$ cat src/rtl/uart_rx_oversample.sv
// 8N1 UART receiver sampling Rx mid-bit on a 16x oversampling enable, with ready/ready_clr handshake.
// Define UART_RX_PARITY_EN to add an even-parity bit between data and stop (sets parity_err on mismatch).
module uart_rx_oversample #(
    parameter int unsigned OVERSAMPLE = 16,
    parameter int unsigned DATA_BITS  = 8
) (
    input  logic                 clk_50m,
    input  logic                 rst,
    input  logic                 Rx,
    input  logic                 clken,
    input  logic                 ready_clr,
    output logic [DATA_BITS-1:0] data_out,
    output logic                 ready,
    output logic                 busy,
    output logic                 frame_err,
    output logic                 overrun,
    output logic                 parity_err
);

    localparam int unsigned SAMP_W = $clog2(OVERSAMPLE);
    localparam int unsigned BIT_W  = (DATA_BITS > 1) ? $clog2(DATA_BITS) : 1;
    localparam logic [SAMP_W-1:0] SAMP_MID  = SAMP_W'(OVERSAMPLE / 2 - 1);
    localparam logic [SAMP_W-1:0] SAMP_LAST = SAMP_W'(OVERSAMPLE - 1);
    localparam logic [BIT_W-1:0]  BIT_LAST  = BIT_W'(DATA_BITS - 1);

    typedef enum logic [2:0] {
        S_IDLE,
        S_START,
        S_DATA,
        S_PARITY,
        S_STOP
    } state_e;

    state_e                 state_q, state_d;
    logic [SAMP_W-1:0]      samp_q, samp_d;
    logic [BIT_W-1:0]       bit_q, bit_d;
    logic [DATA_BITS-1:0]   shift_q, shift_d;
    logic [DATA_BITS-1:0]   data_q, data_d;
    logic                   ready_q, ready_d;
    logic                   busy_q, busy_d;
    logic                   fe_q, fe_d;
    logic                   ov_q, ov_d;
    logic                   pe_q, pe_d;
    logic                   rx_meta_q, rx_s_q;
    logic                   rx_s;

    assign rx_s       = rx_s_q;
    assign data_out   = data_q;
    assign ready      = ready_q;
    assign busy       = busy_q;
    assign frame_err  = fe_q;
    assign overrun    = ov_q;
    assign parity_err = pe_q;

    // Two-flop synchronizer; resets to the idle line level so reset never looks like a start bit.
    always_ff @(posedge clk_50m or posedge rst) begin
        if (rst) begin
            rx_meta_q <= 1'b1;
            rx_s_q    <= 1'b1;
        end else begin
            rx_meta_q <= Rx;
            rx_s_q    <= rx_meta_q;
        end
    end

    always_ff @(posedge clk_50m or posedge rst) begin
        if (rst) begin
            state_q <= S_IDLE;
            samp_q  <= '0;
            bit_q   <= '0;
            shift_q <= '0;
            data_q  <= '0;
            ready_q <= 1'b0;
            busy_q  <= 1'b0;
            fe_q    <= 1'b0;
            ov_q    <= 1'b0;
            pe_q    <= 1'b0;
        end else begin
            state_q <= state_d;
            samp_q  <= samp_d;
            bit_q   <= bit_d;
            shift_q <= shift_d;
            data_q  <= data_d;
            ready_q <= ready_d;
            busy_q  <= busy_d;
            fe_q    <= fe_d;
            ov_q    <= ov_d;
            pe_q    <= pe_d;
        end
    end

    // Handshake clears are applied first so that a same-cycle set from the FSM wins.
    always_comb begin
        state_d = state_q;
        samp_d  = samp_q;
        bit_d   = bit_q;
        shift_d = shift_q;
        data_d  = data_q;
        ready_d = ready_q & ~ready_clr;
        fe_d    = fe_q & ~ready_clr;
        ov_d    = ov_q & ~ready_clr;
        pe_d    = pe_q & ~ready_clr;

        if (clken) begin
            case (state_q)
                S_IDLE: begin
                    if (!rx_s) begin
                        state_d = S_START;
                        samp_d  = '0;
                    end
                end
                S_START: begin
                    if (samp_q == SAMP_MID) begin
                        samp_d  = '0;
                        bit_d   = '0;
                        state_d = rx_s ? S_IDLE : S_DATA;
                    end else begin
                        samp_d = samp_q + SAMP_W'(1);
                    end
                end
                S_DATA: begin
                    if (samp_q == SAMP_LAST) begin
                        samp_d         = '0;
                        shift_d[bit_q] = rx_s;
                        if (bit_q == BIT_LAST) begin
`ifdef UART_RX_PARITY_EN
                            state_d = S_PARITY;
`else
                            state_d = S_STOP;
`endif
                        end else begin
                            bit_d = bit_q + BIT_W'(1);
                        end
                    end else begin
                        samp_d = samp_q + SAMP_W'(1);
                    end
                end
                S_PARITY: begin
`ifdef UART_RX_PARITY_EN
                    if (samp_q == SAMP_LAST) begin
                        samp_d  = '0;
                        state_d = S_STOP;
                        if (rx_s != (^shift_q)) begin
                            pe_d = 1'b1;
                        end
                    end else begin
                        samp_d = samp_q + SAMP_W'(1);
                    end
`else
                    state_d = S_IDLE;
`endif
                end
                S_STOP: begin
                    if (samp_q == SAMP_LAST) begin
                        samp_d  = '0;
                        state_d = S_IDLE;
                        if (rx_s) begin
                            data_d  = shift_q;
                            ready_d = 1'b1;
                            if (ready_q) begin
                                ov_d = 1'b1;
                            end
                        end else begin
                            fe_d = 1'b1;
                        end
                    end else begin
                        samp_d = samp_q + SAMP_W'(1);
                    end
                end
                default: state_d = S_IDLE;
            endcase
        end

        busy_d = (state_d != S_IDLE);
    end

endmodule

$ cat config.mk
export PLATFORM = sky130hd
export DESIGN_NAME = uart_rx_oversample
export DESIGN_NICKNAME = d
export VERILOG_FILES = /design/src/rtl/uart_rx_oversample.sv
export SDC_FILE = /design/constraint.sdc
export NUM_CORES = 1
export LEC_CHECK = 0
export BUFFER_PORTS_ARGS = -buffer_cell sky130_fd_sc_hd__buf_2
export CORE_MARGIN = 10
export CORE_UTILIZATION = 61
export CTS_CLUSTER_SIZE = 16
export DETAILED_ROUTE_END_ITERATION = 12
export PLACE_DENSITY = 0.83
export SLEW_MARGIN = 10
export SYNTH_ARGS = -nofsm -noshare
export SYNTH_HDL_FRONTEND = slang
export SYNTH_SLANG_ARGS = --single-unit
$ cat constraint.sdc
create_clock -name clk_50m -period 4.5 [get_ports clk_50m]
set_clock_uncertainty 0.2 [all_clocks]
set_input_delay 1.125 -clock clk_50m [delete_from_list [all_inputs] [get_ports clk_50m]]
set_output_delay 1.125 -clock clk_50m [all_outputs]
set_load 0.05 [all_outputs]
==> impl_metrics.env <==
export IMPL_report_final_slew_viol_count=0
export IMPL_crit_chain="buf_2 > nand4_4 > or4_4 > nor3b_2 > mux2_2"
export IMPL_grt_max_degree=24
export IMPL_wl_per_cell_um=16.3
export IMPL_cts_setup_buffers=0
export IMPL_clock_path_buffers=2
export IMPL_seqCellArea_um2=828
export IMPL_tightest_slew_ps=670
export IMPL_drive_above_1_share_pct=36.1
export IMPL_synth_mux_area_share_pct=12.1
export IMPL_grt_pass1_vias=1080
export IMPL_diodes=0
export IMPL_io_pins=18
export IMPL_htreeDepth=2
export IMPL_cp_start_kind="input port"
export IMPL_yosysTopAreaCellShare_pct=49.4
export IMPL_drt_pass1_iterations=4
export IMPL_syn_area_um2=1570
export IMPL_power_density_nw_per_um2=412
export IMPL_dr_total_vias=1047
export IMPL_clock_sinks=33
export IMPL_yosys_area_top_type="dfrtp_1"
export IMPL_syn2layout_area_growth_pct=11.6
export IMPL_cp_num_buf_inv=1
export IMPL_timing_slew_headroom_pct=55.0
export IMPL_setup_viol=0
export IMPL_remaining_drc_errors=0
export IMPL_yosys_warnings=0
export IMPL_die_area_um2=5000
export IMPL_timing_final_crit_share_pct=57.2
export IMPL_seq_area_frac_synth_pct=52.8
export IMPL_syn_nets=133
export IMPL_dp_hpwl_um=2140
export IMPL_cp_required_ps=4530
export IMPL_synth_edf_count=0
export IMPL_hold_viol=0
export IMPL_nets=151
export IMPL_finalCriticalPeriod_ps=2570
export IMPL_clkLatencyLatePin_ps=330
export IMPL_multiInputGateArea_um2=686
export IMPL_grt_pass1_wl_um=5130
export IMPL_holdCritPathClass="reg2reg"
export IMPL_synth_top_cells_by_count="dfrtp_1, mux2_2, inv_1, buf_2, nand2b_1"
export IMPL_clk_pin_slew_ps=100
export IMPL_rsz0062_at_grt="false"
export IMPL_path_delay_family="simple AND/OR/NAND/NOR gates"
export IMPL_max_stage_delay_ps=570
export IMPL_track_usage_pct=12.3
export IMPL_start_util_pct=63.9
export IMPL_synth_fa_ha_area_share_pct=3.03
export IMPL_final_setup_tns_ps=0
export IMPL_fmax_ghz=0.389
export IMPL_peakVddDrop_mv=0.327
export IMPL_synth_simple_area_share_pct=16.6
export IMPL_synthTopCellsByArea="dfrtp_1, mux2_2, dfstp_2"
export IMPL_io_buffers=17
export IMPL_cts_tree="yes"
export IMPL_hold_buffers=0
export IMPL_drtIter0Drc=56
export IMPL_slowest_stage="or4_4"
export IMPL_endpoint_kind="flop"
export IMPL_post_cts_resized=0
export IMPL_synth_top_family_by_area="simple AND/OR/NAND/NOR gates"
export IMPL_crit_type="in2reg"
export IMPL_grt_overflow=0
export IMPL_via_per_inst=6.02
export IMPL_synth_avg_cell_area_um2=12.6
export IMPL_async_reset_ff_share_pct=100
export IMPL_cts_made_buffers=5
export IMPL_critPathArrivalTime_ps=2600
export IMPL_ys_flop_type="dfrtp_1"
export IMPL_core_um2=2450
export IMPL_wirelength_um=2840
export IMPL_synth_seq_cells=33
export IMPL_drtAntennaViolNets=0
export IMPL_yosysMostFrequentCell="dfrtp_1"
export IMPL_synthXorXnorAreaFrac_pct=1.12
export IMPL_status="completed"
export IMPL_synthCells=125
export IMPL_grt_antenna_before_repair=0
export IMPL_p_leak_nw=0.879
export IMPL_die_y_um=70.7
export IMPL_fillerInstances=173
export IMPL_yosysUniqueCellTypes=43
export IMPL_num_rows=18
export IMPL_fin_hold_ws_ps=172
export IMPL_drv_cap=0
export IMPL_die_w_um=70.7
export IMPL_gp_congestion=0.920
export IMPL_synth_compound_area_share_pct=10.8
export IMPL_cts_root_buf="clkbuf_4"
export IMPL_path_max_fanout=7
## routing by layer
metal | part of all wire [%] | vias up | GRT usage [%]
li1 | - | 500 | -
met1 | 44 | 521 | 14.5
met2 | 48 | 22 | 19.7
met3 | 6.3 | 4 | 5.44
met4 | 1.2 | 0 | 4.09
met5 | 0 | - | 0
## area by class of cell
type	count	share of cell area, %
flip-flops and latches	33	47.3
multi-input cells	79	39.1
repair buffers	18	5.29
clock buffers	7	3.14
well taps	30	2.14
clock inverters	1	1.71
inverters	6	1.29
## state kept, by name (all words and copies together), names as in the netlist, 3 cells and up
name      cells
data_out      8
state_q       3
samp_q        4
bit_q         3
shift_q       8
## power breakdown
group	switching [W]	internal, W
sequential	0.0000483	0.000322
combinational	0.0000645	0.0000586
clock	0.0000955	0.000133
total	0.000208	0.000513
## path summary, 6_finish.rpt
check / start / endpoint / slack [ps] / depth (start not counted)
max: clken / shift_q[2]$_DFFE_PP0P_ / 1930 / 5
min: rx_meta_q$_DFF_PP1_ / rx_s$_DFF_PP1_ / 170 / 0
max reg2reg: samp_q[0]$_DFFE_PP0P_ / shift_q[2]$_DFFE_PP0P_ / 2160 / 5
min reg2reg: rx_meta_q$_DFF_PP1_ / rx_s$_DFF_PP1_ / 170 / 0
max in group asynchronous: rst / data_out[1]$_DFFE_PP0P_ / 2890 / 3
min in group asynchronous: rst / samp_q[0]$_DFFE_PP0P_ / 570 / 2
## cell usage in the layout, fill, tap and decap left out, types with 2 or more instances in the layout
cell | Yosys | layout
nor3b_2 | 2 | 2
dfstp_2 | 2 | 2
ha_1 | 3 | 3
o31ai_1 | 3 | 3
or3b_2 | 2 | 2
mux2_2 | 16 | 16
a21oi_1 | 2 | 2
dfrtp_1 | 31 | 31
a22o_1 | 4 | 4
buf_2 | 5 | 17
nand2b_1 | 5 | 5
nand2_1 | 4 | 4
nor3_1 | 4 | 4
nand3b_1 | 2 | 2
clkbuf_4 | 0 | 5
o21ai_0 | 4 | 4
inv_1 | 6 | 6
a21o_1 | 2 | 2
nor2b_1 | 2 | 2
## kinds of logic after synthesis
kind of cell | Yosys count
AOI/OAI and AO/OA | 23
xor gates and xnor gates | 2
adders and majority gates | 4
buffers and inverters | 13
DFF | 33
muxes | 17
and+or+nand+nor | 33
## stage by stage
step,std cells,utilization [%],power [W],worst slack [ps],cell area [µm²]
6_report,174,71.4,0.000721,1930,1750
3_5_place_dp,166,67.9,0.000500,1570,1670
3_3_place_gp,166,67.9,0.000489,1640,1670
4_1_cts,174,71.4,0.000727,1930,1750
2_1_floorplan,125,-,0.000472,1850,1570
5_1_grt,174,71.4,0.000757,1870,1750
Note: power is estimated with default switching activity, not from simulation.
